`src/rtl/alu_8bit.sv`:
```
// 8-bit ALU: sixteen arithmetic/logic/shift/compare operations on unsigned operands,
// with the result and carry/borrow/shift-out flag registered once per clock.
module alu_8bit (
    input  logic       clk,
    input  logic       rst,
    input  logic [7:0] A,
    input  logic [7:0] B,
    input  logic [3:0] ALU_Sel,
    output logic [7:0] ALU_Out,
    output logic       CarryOut
);

    localparam int unsigned DATA_W = 8;
    localparam int unsigned SEL_W  = 4;

    typedef enum logic [SEL_W-1:0] {
        OP_ADD  = 4'h0,
        OP_SUB  = 4'h1,
        OP_AND  = 4'h2,
        OP_OR   = 4'h3,
        OP_XOR  = 4'h4,
        OP_NOT  = 4'h5,
        OP_SHL  = 4'h6,
        OP_SHR  = 4'h7,
        OP_LT   = 4'h8,
        OP_EQ   = 4'h9,
        OP_GT   = 4'hA,
        OP_NAND = 4'hB,
        OP_NOR  = 4'hC,
        OP_XNOR = 4'hD,
        OP_ROL  = 4'hE,
        OP_ROR  = 4'hF
    } op_e;

    op_e               op_c;
    logic [DATA_W:0]   sum_c;
    logic [DATA_W:0]   diff_c;
    logic [DATA_W-1:0] result_c;
    logic              carry_c;

    assign op_c = op_e'(ALU_Sel);

    // Widened by one bit so the MSB is the carry (add) or borrow (sub).
    assign sum_c  = {1'b0, A} + {1'b0, B};
    assign diff_c = {1'b0, A} - {1'b0, B};

    // Every opcode is decoded explicitly; no path yields X.
    always_comb begin
        result_c = '0;
        carry_c  = 1'b0;
        case (op_c)
            OP_ADD: begin
                result_c = sum_c[DATA_W-1:0];
                carry_c  = sum_c[DATA_W];
            end
            OP_SUB: begin
                result_c = diff_c[DATA_W-1:0];
                carry_c  = diff_c[DATA_W];
            end
            OP_AND:  result_c = A & B;
            OP_OR:   result_c = A | B;
            OP_XOR:  result_c = A ^ B;
            OP_NOT:  result_c = ~A;
            OP_SHL: begin
                result_c = {A[DATA_W-2:0], 1'b0};
                carry_c  = A[DATA_W-1];
            end
            OP_SHR: begin
                result_c = {1'b0, A[DATA_W-1:1]};
                carry_c  = A[0];
            end
            OP_LT:   result_c = DATA_W'(A < B);
            OP_EQ:   result_c = DATA_W'(A == B);
            OP_GT:   result_c = DATA_W'(A > B);
            OP_NAND: result_c = ~(A & B);
            OP_NOR:  result_c = ~(A | B);
            OP_XNOR: result_c = ~(A ^ B);
            OP_ROL: begin
                result_c = {A[DATA_W-2:0], A[DATA_W-1]};
                carry_c  = A[DATA_W-1];
            end
            OP_ROR: begin
                result_c = {A[0], A[DATA_W-1:1]};
                carry_c  = A[0];
            end
        endcase
    end

    // Output registers; synchronous reset wins over any operation on the same edge.
    always_ff @(posedge clk) begin
        if (rst) begin
            ALU_Out  <= '0;
            CarryOut <= 1'b0;
        end else begin
            ALU_Out  <= result_c;
            CarryOut <= carry_c;
        end
    end

endmodule

```
`config.mk`:
```
export PLATFORM = sky130hd
export DESIGN_NAME = alu_8bit
export DESIGN_NICKNAME = d
export VERILOG_FILES = /design/src/rtl/alu_8bit.sv
export SDC_FILE = /design/constraint.sdc
export NUM_CORES = 1
export LEC_CHECK = 0
export CAP_MARGIN = 20
export CORE_ASPECT_RATIO = 0.8
export CORE_MARGIN = 2
export CORE_UTILIZATION = 60
export DETAILED_ROUTE_END_ITERATION = 10
export PLACE_DENSITY = 0.88
export SLEW_MARGIN = 30
export SYNTH_ARGS = -nofsm -noshare
export SYNTH_HDL_FRONTEND = slang
export SYNTH_SLANG_ARGS = --single-unit
export TNS_END_PERCENT = 30
```
`constraint.sdc`:
```
create_clock -name clk -period 6.5 [get_ports clk]
set_clock_uncertainty 0.2 [all_clocks]
set_input_delay 0.975 -clock clk [delete_from_list [all_inputs] [get_ports clk]]
set_output_delay 0.975 -clock clk [all_outputs]
set_load 0.01 [all_outputs]
```
==> results of run 1 <==
==> registers in the layout (all words and copies together), names as in the netlist <==
signal    count
ALU_Out       8
CarryOut      1
==> cells by family after synthesis <==
group / count (synthesis) / synth area share, %
adder cells (fa/ha/maj): 26 / 16.9
XOR/XNOR: 5 / 2.17
multiplexers: 5 / 2.48
flip-flops: 9 / 8.94
AO/OA/AOI/OAI: 103 / 34.7
AND/OR/NAND/NOR: 98 / 24.7
buffers and inverters: 48 / 10.2
==> power groups by stage <==
stage,clock (uW),sequential (uW),combinational (uW)
3_3_place_gp,0,63.0,159
3_5_place_dp,0,63.0,162
6_report,68.7,61.9,167
4_1_cts,66.6,62.0,163
2_1_floorplan,0,65.4,108
5_1_grt,72.0,62.6,182
==> synth_stat cells (2+ instances only) <==
master	number	area [sq um]
buf_2	11	55.1
nand3b_1	3	22.5
clkbuf_1	9	33.8
nand4b_1	2	17.5
a221oi_1	4	35.0
o221ai_1	2	17.5
o21ai_0	16	80.1
nor4b_1	2	17.5
nor2b_1	5	31.3
or3_1	2	12.5
a211oi_1	4	30.0
nand2b_1	7	43.8
nor2_1	26	97.6
a31oi_1	6	37.5
xnor2_1	4	35.0
a32oi_1	2	17.5
mux2i_1	5	50.1
o21bai_1	5	37.5
o22ai_1	5	31.3
nor3b_1	3	22.5
a21oi_1	27	135
a2111oi_0	2	17.5
o311ai_0	2	17.5
o211ai_1	3	22.5
fa_1	2	40.0
nand4_1	2	12.5
nand2_1	20	75.1
nand3_1	8	40.0
ha_1	24	300
inv_1	25	93.8
a22oi_1	4	30.0
nor3_1	13	65.1
o31ai_1	6	45.0
dfxtp_1	9	180
==> final cells by class <==
type | count | area, sq um
multi-input cells | 237 | 1630
repair buffers | 34 | 330
clock buffers | 4 | 45.0
well taps | 40 | 50.0
flip-flops and latches | 9 | 180
fillers | 269 | 825
inverters | 25 | 93.8
==> metrics by stage <==
stage | hold slack (ps) | power, uW | setup WS (ps) | std cells | utilization, %
2_1_floorplan | 993 | 174 | 3660 | 294 | -
3_3_place_gp | 1510 | 222 | 2810 | 345 | 72.4
3_5_place_dp | 1510 | 225 | 2790 | 345 | 72.4
4_1_cts | 1420 | 292 | 3030 | 349 | 73.8
5_1_grt | 1440 | 317 | 2720 | 349 | 73.8
6_report | 1420 | 298 | 2960 | 349 | 73.8
==> critical path, delay by kind of cell <==
kind / cells / cell delay [ps]
adders and majority gates: 1 / 540
AOI/OAI and AO/OA: 4 / 970
buffers and inverters: 3 / 920
and+or+nand+nor: 1 / 100
==> per-layer routing <==
layer	track usage, %	wire length (microns)	vias up
met5	0	0	-
met4	6.16	123	0
met3	4.05	745	18
met2	48.8	2610	173
met1	51.4	2630	1037
li1	-	-	1110
==> worst max-delay path by stage <==
stage | startpoint | to | slack (ps)
final | A[6] | ALU_Out[0] | 2960
after global placement | A[6] | ALU_Out[0] | 2810
after global routing | A[6] | ALU_Out[0] | 2720
after CTS | A[4] | ALU_Out[0] | 3030
after detailed placement | A[6] | ALU_Out[0] | 2790
after floorplan | A[0] | ALU_Out[6] | 3660
==> run metrics, run 1 <==
status finished, final reports clean; crit-path max FO 13; Die ar. 3840 sq um; clk slew on worst S/H paths 50 ps; clock root cell clkbuf_8; port bufs 30; Residual DRC 0; GRT overflow 0; Cell Area, Synth just over 2000 sq um; Final #Nets 358; Tmin final between 3000 and 4000 ps; Syn Nets 342; Hold/Removal Path Class input port to flip-flop; pwr/cell area 128 nW/um^2; Hold Buf Count CTS 0; GRT Util Overall between 30% and 40%; most used cell, CP inv_1; Post-Route WL around 6000 microns; routability cong. 0.960; unrepaired setup endpoints after global routing false; relative slew slack 58.8%; CP Capture Type flip-flop; CTS H-Tree Depth 1; IO Pins 31; Ant. Diodes 0; hold path endpoint ALU_Out[5]; hold path cells 2; CTS resizes 0; via count 2,338; Placed Area 2280 sq um; synth unique cells 58; Setup Fix Bufs, Post-CTS 0; Num CTS Buffers 3; largest net degree at the start of global routing 37; Post-synth top flop dfxtp_1; fin crit share 54.5%; starting density of the core 63.9%; Initial DRC Count 395; CP Data Required Time approximately 6500 ps; vias per inst around 6.7; Sw Pwr 124 uW; Setup TNS Final 0 ps; kind of critical path input port to flip-flop; core area 3150 sq um; post-synthesis register bit count 9; Die X 68.8 microns; Final ANT Viol Nets 0; max cap viols 0; LEAKAGE 0.000945 uW; height of the chip 55.8 microns; CTS tree built; hold path startpoint rst; initial antenna violation count 0; Crit-path slowest cell clkdlybuf4s50_1; Layout area overhead 15.6%; startpoint types input port; Final setup viols 0; Sw Share 41.6%; CTS Sinks 9; combinational share of power roughly 56%; row cnt 18; number of failing hold endpoints at the final stage 0; Final Max Slew Viols 0; Seq/Total Area, Yosys 8.94%; Int Pwr 174 uW; Post-synth EDFFs 0; Worst VDD drop 0.0685 mV; half-perimeter wire length after placement 4430 microns; CP arrival about 3500 ps; clock share of power 23.1%; CTS max path bufs 2; TritonRoute pass-1 iters 5; Worst Max-Slew Pin Slew 612 ps; Post-synth ARST share 0%; commonest non-fill, non-tap cell in the layout clkdlybuf4s50_1; Post-Synthesis Cells 294; fin area 2330 sq um; Cell Chain, Critical Path clkdlybuf4s50_1 -> inv_1 -> ha_1 -> inv_1 -> a21oi_1 -> o21bai_1 -> a2111oi_0 -> nor3_1 -> o31ai_1; global-route wire length before repair approximately 10000 microns; average footprint of a synthesized cell around 7 sq um; max incr delay on CP 630 ps; vias in the first global route 1,977; commonest cells after routing, fill and taps aside 30 x clkdlybuf4s50_1, 27 x a21oi_1, 26 x nor2_1; proportion of layout cells with a drive suffix above 1 4.53%; fmax about 280 MHz; sequential power share 20.8%; Ys Warns 0; drt wl/cell 17.5 microns
Power figures use the tool's default switching activity.
==> run 2, diff against run 1 <==
Settings changed: CORE_UTILIZATION 60 to 55, PLACE_DENSITY 0.88 to 0.81.
Clock period 6.5 ns to 3.7 ns, I/O delays scaled along.
==> run 2 against run 1 <==
- worst setup slack worse by 2300 ps
- final cell count rose by 2.0%
- sequential power grew 74%
- wire length grew 1.5%
- first-iteration DRC count is 2.5% lower
- flip-flop and latch count did not move
- global-route usage shrank 2.4 points
- sequential share of layout area is 0.13 points lower
- final area up 1.7%
- worst hold slack worse by 400 ps
- critical path type unchanged
- highest routed layer unchanged
==> run metrics, run 2 (synthesized netlist as in run 1, its figures left out) <==
via count 2,353 (+0.64%); Die X 71.7 microns (+4.2%); Layout area overhead 17.6%; Final setup viols 0 (unchanged); commonest cells after routing, fill and taps aside 30 x clkdlybuf4s50_1, 27 x a21oi_1, 26 x nor2_1; most flop-heavy register ALU_Out; Tmin final about 3000 ps; status finished, final reports clean; Final ANT Viol Nets 0 (unchanged); relative slew slack 49.8% (-9.0 points); initial antenna violation count 0 (unchanged); pwr/cell area 221 nW/um^2 (+73%); crit-path max FO 5 (-8); CTS H-Tree Depth 1 (unchanged); Hold WS 1020 ps (-398 ps); number of failing hold endpoints at the final stage 0 (unchanged); commonest non-fill, non-tap cell in the layout clkdlybuf4s50_1; half-perimeter wire length after placement 4610 microns (+4.1%); CTS max path bufs 2 (unchanged); Ant. Diodes 0 (unchanged); Hold Buf Count CTS 0 (unchanged); largest net degree at the start of global routing 23 (-38%); drt wl/cell 17.4 microns (-0.46%); CTS resizes 0 (unchanged); Final #Nets 363 (+1.4%); routability cong. 1.06 (+11%); vias in the first global route 2,103 (+6.4%); kind of critical path input port to flip-flop; Final Non-Filler Cells 356 (+2.0%); clock root cell clkbuf_8; number of instances in the placed design 352 (+2.0%); Residual DRC 0 (unchanged); core area 3470 sq um (+10%); startpoint types input port; max cap viols 0 (unchanged); Worst Setup SP A[0]; starting density of the core 58.0% (-5.8 points); Setup Fix Bufs, Post-CTS 0 (unchanged); GRT Util Overall 30.7% (-2.4 points); height of the chip 58.1 microns (+4.1%); IO Pins 31 (unchanged); Post-Route WL 6210 microns (+1.5%); vias per inst 6.61 (-1.3%); Hold/Removal Path Class input port to flip-flop; clk slew on worst S/H paths 50 ps (about the same); TritonRoute pass-1 iters 5 (unchanged); Setup TNS Final 0 ps (unchanged); GRT overflow 0 (unchanged); largest registers ALU_Out x8, CarryOut x1; row cnt 19 (+1); LEAKAGE 0.000970 uW (+2.6%); Worst VDD drop 0.110 mV (+61%); Initial DRC Count 385 (-2.5%); proportion of layout cells with a drive suffix above 1 6.05% (+1.5 points); Die ar. 4170 sq um (+8.5%); fin crit share 82.4%; CTS tree built; Num CTS Buffers 3 (unchanged); max reg flops 8 (unchanged); unrepaired setup endpoints after global routing false; Final Max Slew Viols 0 (unchanged); utilization after layout 68.2% (-5.6 points); global-route wire length before repair 10,300 microns (+3.8%); fmax 328 MHz; port bufs 30 (unchanged); Worst setup endpoint ALU_Out[6]; CTS Sinks 9 (unchanged); CP arrival 3000 ps (-490 ps); CP Data Required Time 3650 ps (-2800 ps); Filler Cells Inserted 309 (+15%); CP Capture Type flip-flop; Worst Max-Slew Pin Slew 751 ps (+138 ps)
==> run 2: worst max-delay path: stages <==
cell             delay (ps)
clkdlybuf4s50_1         580
inv_1                   110
ha_1                    250
fa_1                    410
o21bai_1                150
a21oi_1                 150
or4_1                   420
a21oi_1                 140
a211oi_1                 60
nor3_1                  170
==> run 2: worst min-delay path by stage <==
stage | depth (start not counted) | slack (ps) | from | end
finish | 3 | 1020 | A[0] | CarryOut
global route | 3 | 1050 | A[0] | CarryOut
CTS | 3 | 1030 | A[0] | CarryOut
detailed placement | 1 | 1090 | ALU_Out[5] | ALU_Out[5]
global placement | 1 | 1090 | ALU_Out[0] | ALU_Out[0]
floorplan | 2 | 570 | ALU_Sel[2] | ALU_Out[0]
==> run 2: area by class of cell <==
type,count,area (sq um),share of cell area (%)
Timing Repair Buffer,39,368,15.5
Inverter,25,93.8,3.96
Clock buffer,4,45.0,1.90
Tap cell,42,52.6,2.22
Multi-Input combinational cell,237,1630,68.8
Sequential cell,9,180,7.61
==> run 2: through the flow <==
stage / setup slack, ps / total power [uW] / cell area (sq um)
floorplan: 1280 / 305 / 2010
global placement: 475 / 396 / 2320
detailed placement: 451 / 400 / 2320
CTS: 679 / 517 / 2370
global route: 534 / 556 / 2370
finish: 650 / 524 / 2370
==> run 2: where the power goes <==
group / internal [uW] / switching [uW]
combinational: 128 / 171
clock: 75.2 / 40.5
sequential: 106 / 2.20
==> run 2: layer usage <==
metal  GRT usage, %  up-vias  routed length (microns)
met1           45.9     1050                     2800
met4           8.89        0                       93
li1               -     1120                        -
met2           45.2      170                     2620
met5              0        -                        0
met3           5.04       13                      695
==> run 3, diff against run 2 <==
Clock period 3.7 ns to 3 ns, I/O delays scaled along.
==> run 3 against run 2 <==
- sequential share of layout area fell by 0.55 points
- die area did not move
- worst setup slack got worse by 420 ps
- total power rose by 30%
- first-iteration DRC count rose by 11%
- global-route usage rose by 0.44 points
- final cell count rose by 6.5%
- clock-buffer cell count did not move
- critical path depth did not move
- worst hold slack got worse by 120 ps
- final area rose by 7.8%
- critical path type unchanged
==> run metrics, run 3 (synthesized netlist as in run 1, its figures left out) <==
status finished, final reports clean; CTS resizes 0 (unchanged); most flop-heavy register ALU_Out; Die X 71.7 microns (unchanged); LEAKAGE 0.00108 uW (+12%); GRT overflow 0 (unchanged); Initial DRC Count 426 (+11%); commonest cells after routing, fill and taps aside 31 x buf_4, 30 x clkdlybuf4s50_1, 27 x a21oi_1; Setup TNS Final 0 ps (unchanged); Num CTS Buffers 3 (unchanged); drt wl/cell 16.2 microns (-7.2%); largest registers ALU_Out x8, CarryOut x1; max reg flops 8 (unchanged); Buf+Inv Stages, Crit Path 2 (unchanged); TritonRoute pass-1 iters 5 (unchanged); vias in the first global route 2,159 (+2.7%); Final #Nets 386 (+6.3%); CTS H-Tree Depth 1 (unchanged); CTS max path bufs 2 (unchanged); Final setup viols 0 (unchanged); CTS tree built; pwr/cell area 266 nW/um^2 (+20%); Post-Route WL 6130 microns (-1.2%); via count 2,393 (+1.7%); max incr delay on CP 480 ps (-100 ps); relative slew slack 67.7% (+18 points); Crit-path slowest cell clkdlybuf4s50_1; clk slew on worst S/H paths 50 ps (about the same); CTS Sinks 9 (unchanged); vias per inst 6.31 (-4.5%); IO Pins 31 (unchanged); fmax between 300 and 400 MHz; initial antenna violation count 0 (unchanged); half-perimeter wire length after placement 4730 microns (+2.6%); Hold/Removal Path Class input port to flip-flop; CP Data Required Time 2900 ps (-750 ps); number of instances in the placed design 375 (+6.5%); Final ANT Viol Nets 0 (unchanged); largest net degree at the start of global routing 43 (+87%); Final Non-Filler Cells 379 (+6.5%); height of the chip 58.1 microns (unchanged); Hold Buf Count CTS 0 (unchanged); Die ar. 4170 sq um (unchanged); hold path endpoint ALU_Out[5]; Cell Chain, Critical Path clkdlybuf4s50_1 -> inv_1 -> ha_1 -> fa_1 -> o21bai_1 -> a21oi_1 -> o21bai_1 -> a21oi_1 -> o31ai_1 -> o311ai_0; CP Capture Type flip-flop; hold path startpoint rst; Residual DRC 0 (unchanged); Worst VDD drop 0.131 mV (+19%); clock root cell clkbuf_8; Worst Max-Slew Pin Slew 482 ps (-268 ps); port bufs 30 (unchanged); startpoint types input port; Tmin final 2770 ps; Setup Fix Bufs, Post-CTS 0 (unchanged); routability cong. 0.958 (-9.8%); Ant. Diodes 0 (unchanged); number of failing hold endpoints at the final stage 0 (unchanged); crit-path max FO 5 (unchanged); CP top delay family compound AO/OA/AOI/OAI gates; fin crit share 92.2%; Final Max Slew Viols 0 (unchanged); CP arrival 2660 ps (-340 ps); starting density of the core 58.0% (unchanged); global-route wire length before repair 10,400 microns (+0.74%); kind of critical path input port to flip-flop; core area 3470 sq um (unchanged); max cap viols 0 (unchanged); hold path cells 2 (-1); commonest non-fill, non-tap cell in the layout buf_4; Stages on worst setup path 10 (unchanged); proportion of layout cells with a drive suffix above 1 12.5% (+6.4 points); row cnt 19 (unchanged); GRT Util Overall 31.2% (+0.44 points); unrepaired setup endpoints after global routing false; Layout area overhead 26.8%
run 3: changes by cell type in the layout (fill, tap and decap cells not counted):
cell and delta:
buf_12 +1, buf_4 +22
run 3: worst max-delay path by stage:
stage               start    endpoint  slack (ps)
floorplan            A[0]  ALU_Out[6]         690
global placement     A[0]    CarryOut          60
detailed placement   A[3]  ALU_Out[5]          40
CTS                  A[3]  ALU_Out[7]         260
global route         A[0]    CarryOut          80
finish               A[0]    CarryOut         230
run 3: area by class of cell:
type                       instances  area [sq um]
clock buffer                       4          45.0
fill                             294           917
tap                               42          52.6
sequential                         9           180
inverter                          25          93.8
multi-input combinational        237          1630
timing repair buffer              62           553
run 3: power by group:
group / internal (uW) / leakage, uW / switching [uW] / total, uW
Sequential: 131 / 0.0000745 / 2.72 / 134
Clock: 93.0 / 0.0000228 / 52.6 / 146
Combinational: 184 / 0.000987 / 217 / 401
run 3: per-stage QoR:
step | hold slack (ps) | total power [uW] | area (sq um) | utilization, % | setup WS (ps)
2_1_floorplan | 468 | 376 | 2010 | - | 688
3_3_place_gp | 983 | 520 | 2510 | 72.3 | 55.9
3_5_place_dp | 984 | 525 | 2510 | 72.3 | 37.6
4_1_cts | 885 | 669 | 2550 | 73.6 | 261
5_1_grt | 913 | 721 | 2550 | 73.6 | 75.4
6_report | 906 | 680 | 2550 | 73.6 | 234
run 3: per-layer routing:
| layer | GRT usage [%] | wire (microns) | vias to the layer above |
|---|---|---|---|
| met5 | 0 | 0 | - |
| met4 | 8.09 | 104 | 0 |
| met3 | 5.04 | 657 | 11 |
| met2 | 46.6 | 2570 | 152 |
| met1 | 46.4 | 2800 | 1062 |
| li1 | - | - | 1168 |
